**src/rtl/add6_arbiter.sv**
```systemverilog
// add6_arbiter: two-client round-robin sequencer that performs 6-bit additions
// on a shared 3-bit ripple-carry adder in three fixed passes (low, high, carry fold).

// 3-bit ripple-carry adder, no carry-in; purely combinational.
module add6_arbiter_adder3 (
  input  logic [2:0] a_i,
  input  logic [2:0] b_i,
  output logic [2:0] sum_o,
  output logic       cout_o
);

  logic [3:0] carry;

  // Ripple the carry from bit 0 (LSB) upward.
  always_comb begin
    carry    = 4'b0000;
    sum_o    = 3'b000;
    for (int i = 0; i < 3; i++) begin
      sum_o[i]   = a_i[i] ^ b_i[i] ^ carry[i];
      carry[i+1] = (a_i[i] & b_i[i]) | (carry[i] & (a_i[i] ^ b_i[i]));
    end
    cout_o = carry[3];
  end

endmodule

module add6_arbiter (
  input  logic       clk,
  input  logic       rst,
  input  logic       req0,
  input  logic [5:0] a0,
  input  logic [5:0] b0,
  input  logic       req1,
  input  logic [5:0] a1,
  input  logic [5:0] b1,
  output logic       ack0,
  output logic       ack1,
  output logic       done0,
  output logic       done1,
  output logic [5:0] sum,
  output logic       cout,
  output logic       busy
);

  typedef enum logic [2:0] {IDLE, LO, HI, CARRY, DONE} state_t;

  state_t     state_q, state_d;
  logic       owner_q, owner_d;
  logic       last_q, last_d;
  logic [5:0] a_q, a_d;
  logic [5:0] b_q, b_d;
  logic [2:0] sum_lo_q, sum_lo_d;
  logic       c_lo_q, c_lo_d;
  logic [2:0] raw_hi_q, raw_hi_d;
  logic       c_hi_q, c_hi_d;
  logic [5:0] sum_q, sum_d;
  logic       cout_q, cout_d;
  logic       ack0_q, ack0_d;
  logic       ack1_q, ack1_d;
  logic       done0_q, done0_d;
  logic       done1_q, done1_d;
  logic       busy_q, busy_d;

  logic [2:0] add_a, add_b, add_sum;
  logic       add_cout;
  logic       grant1;

  add6_arbiter_adder3 u_adder (
    .a_i    (add_a),
    .b_i    (add_b),
    .sum_o  (add_sum),
    .cout_o (add_cout)
  );

  // Steer the shared adder operands according to which pass is running.
  always_comb begin
    add_a = 3'b000;
    add_b = 3'b000;
    case (state_q)
      LO: begin
        add_a = a_q[2:0];
        add_b = b_q[2:0];
      end
      HI: begin
        add_a = a_q[5:3];
        add_b = b_q[5:3];
      end
      CARRY: begin
        add_a = raw_hi_q;
        add_b = {2'b00, c_lo_q};
      end
      default: ;
    endcase
  end

  // Round-robin pick: client 1 wins alone, or on a tie when client 0 was served last.
  always_comb begin
    grant1 = req1 & (~req0 | ~last_q);
  end

  // Next-state and registered-output logic for the five-state sequencer.
  always_comb begin
    state_d  = state_q;
    owner_d  = owner_q;
    last_d   = last_q;
    a_d      = a_q;
    b_d      = b_q;
    sum_lo_d = sum_lo_q;
    c_lo_d   = c_lo_q;
    raw_hi_d = raw_hi_q;
    c_hi_d   = c_hi_q;
    sum_d    = sum_q;
    cout_d   = cout_q;
    ack0_d   = 1'b0;
    ack1_d   = 1'b0;
    done0_d  = 1'b0;
    done1_d  = 1'b0;
    case (state_q)
      IDLE: begin
        if (req0 | req1) begin
          owner_d = grant1;
          last_d  = grant1;
          a_d     = grant1 ? a1 : a0;
          b_d     = grant1 ? b1 : b0;
          ack0_d  = ~grant1;
          ack1_d  = grant1;
          state_d = LO;
        end
      end
      LO: begin
        sum_lo_d = add_sum;
        c_lo_d   = add_cout;
        state_d  = HI;
      end
      HI: begin
        raw_hi_d = add_sum;
        c_hi_d   = add_cout;
        state_d  = CARRY;
      end
      CARRY: begin
        sum_d   = {add_sum, sum_lo_q};
        cout_d  = c_hi_q | add_cout;
        done0_d = ~owner_q;
        done1_d = owner_q;
        state_d = DONE;
      end
      DONE: begin
        state_d = IDLE;
      end
      default: begin
        state_d = IDLE;
      end
    endcase
    busy_d = (state_d != IDLE);
  end

  // State and output registers; reset aborts any operation and re-arms the pointer.
  always_ff @(posedge clk) begin
    if (rst) begin
      state_q  <= IDLE;
      owner_q  <= 1'b0;
      last_q   <= 1'b1;
      a_q      <= 6'd0;
      b_q      <= 6'd0;
      sum_lo_q <= 3'd0;
      c_lo_q   <= 1'b0;
      raw_hi_q <= 3'd0;
      c_hi_q   <= 1'b0;
      sum_q    <= 6'd0;
      cout_q   <= 1'b0;
      ack0_q   <= 1'b0;
      ack1_q   <= 1'b0;
      done0_q  <= 1'b0;
      done1_q  <= 1'b0;
      busy_q   <= 1'b0;
    end else begin
      state_q  <= state_d;
      owner_q  <= owner_d;
      last_q   <= last_d;
      a_q      <= a_d;
      b_q      <= b_d;
      sum_lo_q <= sum_lo_d;
      c_lo_q   <= c_lo_d;
      raw_hi_q <= raw_hi_d;
      c_hi_q   <= c_hi_d;
      sum_q    <= sum_d;
      cout_q   <= cout_d;
      ack0_q   <= ack0_d;
      ack1_q   <= ack1_d;
      done0_q  <= done0_d;
      done1_q  <= done1_d;
      busy_q   <= busy_d;
    end
  end

  assign ack0  = ack0_q;
  assign ack1  = ack1_q;
  assign done0 = done0_q;
  assign done1 = done1_q;
  assign sum   = sum_q;
  assign cout  = cout_q;
  assign busy  = busy_q;

endmodule

```
**config.mk**
```make
export PLATFORM = sky130hd
export DESIGN_NAME = add6_arbiter
export DESIGN_NICKNAME = d
export VERILOG_FILES = /design/src/rtl/add6_arbiter.sv
export SDC_FILE = /design/constraint.sdc
export NUM_CORES = 1
export LEC_CHECK = 0
export ABC_AREA = 1
export CAP_MARGIN = 20
export CORE_MARGIN = 10
export CORE_UTILIZATION = 44
export CTS_CLUSTER_DIAMETER = 60
export DETAILED_ROUTE_END_ITERATION = 16
export GPL_TIMING_DRIVEN = 0
export PLACE_DENSITY = 0.78
export SLEW_MARGIN = 20
export SYNTH_ARGS = -nofsm -noshare
export SYNTH_HDL_FRONTEND = slang
export SYNTH_SLANG_ARGS = --single-unit
```
**constraint.sdc**
```tcl
create_clock -name clk -period 2.08 [get_ports clk]
set_input_delay 0.312 -clock clk [delete_from_list [all_inputs] [get_ports clk]]
set_output_delay 0.312 -clock clk [all_outputs]
set_load 0.1 [all_outputs]
```
Word level (Yosys, flattened, before mapping)

Cells that the tools add are included.

Flip-flop bits (word level): 37
Bits of input ports: 28
Output and inout bits: 12
Word-level logic and storage cells: 53

Equality and inequality tests: 3
Muxes and demuxes: 6
Bitwise operators: 23
Reductions and logical operators: 5

Operator list:

| kind                                                             | number |
|---|---|
| 3-bit one-hot mux with 3 select lines                            | 2 |
| 6-bit two-way mux                                                | 2 |
| 3-bit one-hot mux with 4 select lines                            | 1 |
| 1-bit NOT                                                        | 7 |
| 1-bit bitwise AND                                                | 6 |
| 3-bit by 2-bit == test with 1-bit output (second input constant) | 2 |
| 1-bit OR                                                         | 5 |
| 1-bit XOR                                                        | 5 |
| 3-bit by 1-bit == test with 1-bit output (second input constant) | 1 |
| 3-bit logical NOT                                                | 1 |
| 3-bit two-way mux                                                | 1 |
| 3-bit nonzero test                                               | 1 |
| 3-bit OR reduction                                               | 1 |
| 2-bit AND reduction                                              | 1 |
| 2-bit OR reduction                                               | 1 |

Logic depth before layout (Yosys ltp)

Depth after elaboration: 8
Depth in mapped cells: 11
Mapped depth without buffers: 10

Hierarchy

A second synthesis with hierarchy kept.

Cells, all modules: 233
Area, all modules: 1,657.8 um^2

Modules (own cells, without submodules):

| module              | times used | cells each | area each (um^2) | sequential area each (um^2) |
|---|---|---|---|---|
| add6_arbiter        | 1          | 225        | 1,586.5          | 740.7 |
| add6_arbiter_adder3 | 1          | 8          | 71.3             | 0.0 |

Least setup slack after synthesis

No wires, ideal clock.

Path type: register to register
Start: register state_q[1]
End: register sum_q[5] (netlist: sum[5])
Library setup time: 117 ps
Arrival: 2,110 ps
Required time: 1,963 ps
Path slack: -147 ps
Stages on the path, launching flop included: 11
Buffers on the path: 0
Clock period less this slack: 2,227 ps
Cell sequence: dfxtp_1 > nor2_2 > nand2_1 > inv_1 > nand2_1 > o211ai_1 > ha_1 > fa_1 > fa_1 > o21ai_0 > nor2_1

Cells in the longest elaborated chain, start to end: 6
Elaborated cells on any way between the ends: 12
Those cells by class: eq/ne: 3; mux: 2; bitwise: 7

Ends and longest elaborated chain:

| item                                                                                                 | line | text |
|---|---|---|
| from (decl)                                                                                          | 47   | `state_t state_q, state_d;` |
| from (signal assigned)                                                                               | 177  | `state_q <= state_d;` |
| 3-bit by 2-bit == test with 1-bit output or 3-bit by 1-bit == test with 1-bit output (tied branches) | 79   | `case (state_q)` |
| 3-bit one-hot mux with 3 select lines                                                                | 79   |  |
| 1-bit bitwise AND or 1-bit XOR (tied branches)                                                       | 20   | `carry[i+1] = (a_i[i] & b_i[i]) \| (carry[i] & (a_i[i] ^ b_i[i]));` |
| 1-bit bitwise AND                                                                                    | 20   |  |
| 1-bit OR                                                                                             | 20   |  |
| 1-bit XOR *                                                                                          | 19   | `sum_o[i] = a_i[i] ^ b_i[i] ^ carry[i];` |
| via add_sum[2]                                                                                       | 64   | `logic [2:0] add_a, add_b, add_sum;` |
| to (signal assigned)                                                                                 | 186  | `sum_q <= sum_d;` |
| to (decl)                                                                                            | 56   | `logic [5:0] sum_q, sum_d;` |

Mark *: on every way through the listed nets, which the timed path passes. The rest lies on a longest branch.
A chain may end at the register's enable or synchronous reset.

Worst setup path after layout

Start: register state_q[2]
End: register sum_q[5] (netlist: sum[5])

The elaborated chain is that of the path after synthesis.

==> tab_implementation.tex <==
\begin{tabular}{lr}
\hline
Metric & Value \\
\hline
\multicolumn{2}{l}{\textbf{Worst setup path}} \\
Worst path buffer plus inverter count & 2 \\
FF-to-FF Start & state\_q[2] \\
Data required time of the worst path & around 2.3 ns \\
Critical path type & reg2reg \\
CP startpoint kind & flop \\
Cell occurring most often along the worst timing path & sky130\_fd\_sc\_hd\_\_fa\_2 \\
Maximum single-stage delay on the critical path & roughly 0.57 ns \\
Library cell contributing the largest single delay on the critical path & sky130\_fd\_sc\_hd\_\_fa\_2 \\
Cells traversed along the worst timing path & inv\_4 -> nand3\_4 -> inv\_8 -> nand2\_1 -> o211ai\_1 -> ha\_2 -> fa\_2 -> fa\_2 -> o21ai\_1 -> nor2\_1 \\
Largest fanout on the critical path & 12 \\
Data arrival, critical path & 2.31 ns \\
Top cell family by delay on the critical path & adder cells \\
Setup crit end kind & flop \\
CP startpoint & state\_q[2] \\
\multicolumn{2}{l}{\textbf{Power and ir drop}} \\
Power Density & between 800 and 900 mW/mm2 \\
Total Power Consumption & 1.95 mW \\
Maximum VDD drop & around 290 uV \\
Static leakage & about 1.2 nW \\
\multicolumn{2}{l}{\textbf{Cells and area}} \\
Post-layout net count & roughly 340 \\
Share of final-layout standard cells stronger than drive strength 1 & a little over an eighth \\
Area growth syn-to-layout & 37.8\% \\
Total of fill cells in the finished design & 370 \\
N\_diodes & 0 \\
\multicolumn{2}{l}{\textbf{Timing}} \\
Setup violations, final & 0 \\
Final count of hold timing violations & 0 \\
Final clock skew & between 0.004 and 0.005 ns \\
Final min period & 2.08 ns \\
Number of pins with negative max-slew slack in the final report & 0 \\
Unrepaired setup endpoints after global routing & yes \\
Fmax & between 0.4 and 0.5 GHz \\
Tcrit/Tclk final & about 100\% \\
Total Neg Setup Slack & 0 ns \\
Setup slack after layout & around 0.0024 ns \\
Transition at the pin with the smallest max-transition slack & slightly below 1 ns \\
Relative slew margins & 35.3\% \\
\multicolumn{2}{l}{\textbf{Detailed routing}} \\
Final antenna-violating net count & 0 \\
Vias post-DR & about 1,600 \\
Drt wl/cell & $\sim$11 um \\
Post-detailed-route via-to-cell ratio & 4.50 \\
Number of detailed-routing iterations run before antenna repair & 4 \\
Total Routed Length & slightly below 4000 um \\
\# DRC & 0 \\
Initial drt markers & approximately 120 \\
\multicolumn{2}{l}{\textbf{Die}} \\
Std-Cell Rows & 22 \\
Die X-Extent & 82.3 um \\
Effective utilization at floorplan & about 46\% \\
Die Y-Extent & $\sim$82 um \\
Top-level port count & 40 \\
Std-Cell Core Area & roughly 0.0037 mm2 \\
Die outline area & 0.00678 mm2 \\
\multicolumn{2}{l}{\textbf{Global route}} \\
Pin count of the biggest net entering global routing & 13 \\
Wire length of the first global-routing pass & about 6400 um \\
Global route total overflow & 0 \\
Initial antenna violation count & 0 \\
Number of global-route vias before repair & around 1,500 \\
Global-route usage over all layers & approximately an eighth \\
\multicolumn{2}{l}{\textbf{Yosys}} \\
Synth Warn \# & 0 \\
Multiplexer area fraction after synthesis & 0\% \\
Top\_reg\_cell synth & sky130\_fd\_sc\_hd\_\_dfxtp\_1 \\
Leading cell types by total area after synthesis & sky130\_fd\_sc\_hd\_\_dfxtp\_1, sky130\_fd\_sc\_hd\_\_nand2\_1, sky130\_fd\_sc\_hd\_\_nor2\_1, sky130\_fd\_sc\_hd\_\_inv\_1, sky130\_fd\_sc\_hd\_\_nand3\_1 \\
Dominant combinational cell family by area after synthesis & simple AND/OR/NAND/NOR gates \\
Number of library cell types mapped by synthesis & 21 \\
Top-count cell post-synth & sky130\_fd\_sc\_hd\_\_nand2\_1 \\
Async S/R FF share, synth & 0\% \\
Complex-gate fraction of the synthesized area & between 8 and 9\% \\
Adder-cell area share of the yosys netlist & 3.07\% \\
Post-Syn Area & roughly 0.0017 mm2 \\
Simple logic cell fraction of the synthesized area & roughly a third \\
Post-Synth XOR/XNOR Area & 0\% \\
Post-synthesis net count & roughly 290 \\
Area fraction of the dominant cell type after synthesis & a little over two fifths \\
Sequential element share of the synthesized area & between 40\% and 50\% \\
Synthesized flop and latch total & 37 \\
Library cell with the largest summed area after synthesis & sky130\_fd\_sc\_hd\_\_dfxtp\_1 \\
Mean Syn Cell Area & just under 7 um2 \\
Number of enable flip-flop cells after synthesis & 0 \\
Post-synthesis cell count & 254 \\
List of most frequent post-synthesis cells & sky130\_fd\_sc\_hd\_\_nand2\_1, sky130\_fd\_sc\_hd\_\_nor2\_1, sky130\_fd\_sc\_hd\_\_dfxtp\_1, sky130\_fd\_sc\_hd\_\_inv\_1, sky130\_fd\_sc\_hd\_\_nand3\_1 \\
\multicolumn{2}{l}{\textbf{Placement}} \\
HPWL after DPL & between 2000 and 3000 um \\
Worst setup slack after placement & -0.216 ns \\
Routability-driven placement congestion ratio & approximately 0.79 \\
Input/output buffers & 38 \\
\multicolumn{2}{l}{\textbf{Status}} \\
Status & complete, no violations \\
\multicolumn{2}{l}{\textbf{Clock network}} \\
Clock-pin slew reported for the worst setup and hold paths after clock tree synthesis & roughly 0.070 ns \\
Post-cts hold buffer count & 0 \\
H-tree levels & 2 \\
Clock Latency Late Sink & around 0.29 ns \\
Root Driver & sky130\_fd\_sc\_hd\_\_clkbuf\_8 \\
CTS tree & done \\
Maximum clock path buffer count & 2 \\
Number of buffers created by CTS & 5 \\
CTS Sinks & 37 \\
\multicolumn{2}{l}{\textbf{Job}} \\
Max capacitance violation total & 0 \\
\multicolumn{2}{l}{\textbf{Min path}} \\
Min-delay src & rst \\
Hold WC Path Type & in2reg \\
\hline
\end{tabular}
==> cell families (layout without fill, tap and decap cells) <==
family,Yosys count,count (layout)
buffers and inverters,46,98
DFF,37,37
AOI/OAI and AO/OA,25,25
and+or+nand+nor,143,143
adders and majority gates,3,3
==> stage by stage <==
stage	util (%)	std cells	instance area, um2	hold WS, ns
floorplan	-	254	1740	0.413
global placement	58.6	340	2180	0.439
detailed placement	58.6	340	2180	0.448
CTS	62.4	352	2320	0.300
global route	63.4	354	2350	0.320
finish	63.4	354	2350	0.308
==> registers in the layout, summed over array words and instances (netlist names) <==
register,cells
state_q,3
ack1,1
sum_lo_q,3
cout,1
done0,1
sum,6
owner_q,1
c_hi_q,1
raw_hi_q,3
done1,1
last_q,1
c_lo_q,1
a_q,6
b_q,6
busy,1
ack0,1
==> report_power, final <==
| part | internal, mW | switching [mW] |
|---|---|---|
| registers | 0.796 | 0.0470 |
| logic | 0.237 | 0.399 |
| clock network | 0.232 | 0.240 |
==> final timing paths <==
path	end	cells past startpoint	slack [ns]
worst min-delay path	state_q[0]	2	0.31
worst min register to register	a_q[5]	2	0.45
worst max register to register	sum[5]	10	0.002
worst max-delay path	sum[5]	10	0.002
==> final cells by class <==
class / instances / area, um2 / share of cell area, %
Multi-Input combinational cell: 171 / 816 / 34.6
Sequential cell: 37 / 752 / 31.9
Timing Repair Buffer: 45 / 437 / 18.5
Inverter: 35 / 146 / 6.22
Clock buffer: 6 / 72.6 / 3.08
Buffer: 10 / 61.3 / 2.60
Tap cell: 48 / 60.1 / 2.55
Clock inverter: 2 / 10.0 / 0.425
==> repair_timing <==
item,CTS,global route
setup endpoints to repair,11,9
pin swaps,6,5
gates resized for setup,17,8
setup buffers,5,2
==> cells in the final DEF (no fill, tap or decap), drive strengths merged <==
master	count
ha	1
clkdlybuf4s50	29
a21oi	6
nand2	60
o22ai	1
dlymetal6s2s	4
a31oi	1
clkbuf	6
o21ai	13
dfxtp	37
fa	2
nor3	1
nor2	57
dlygate4sd2	5
buf	17
inv	35
nand3	25
o211ai	4
clkinv	2
==> layer usage <==
metal	up-vias	GRT usage (%)	share of wire, %
li1	881	-	-
met1	660	13.6	44
met2	48	19.4	46
met3	4	5.40	8.6
met4	0	5.61	1.7
met5	-	0	0
No activity file was read; power rests on OpenSTA's default activity.
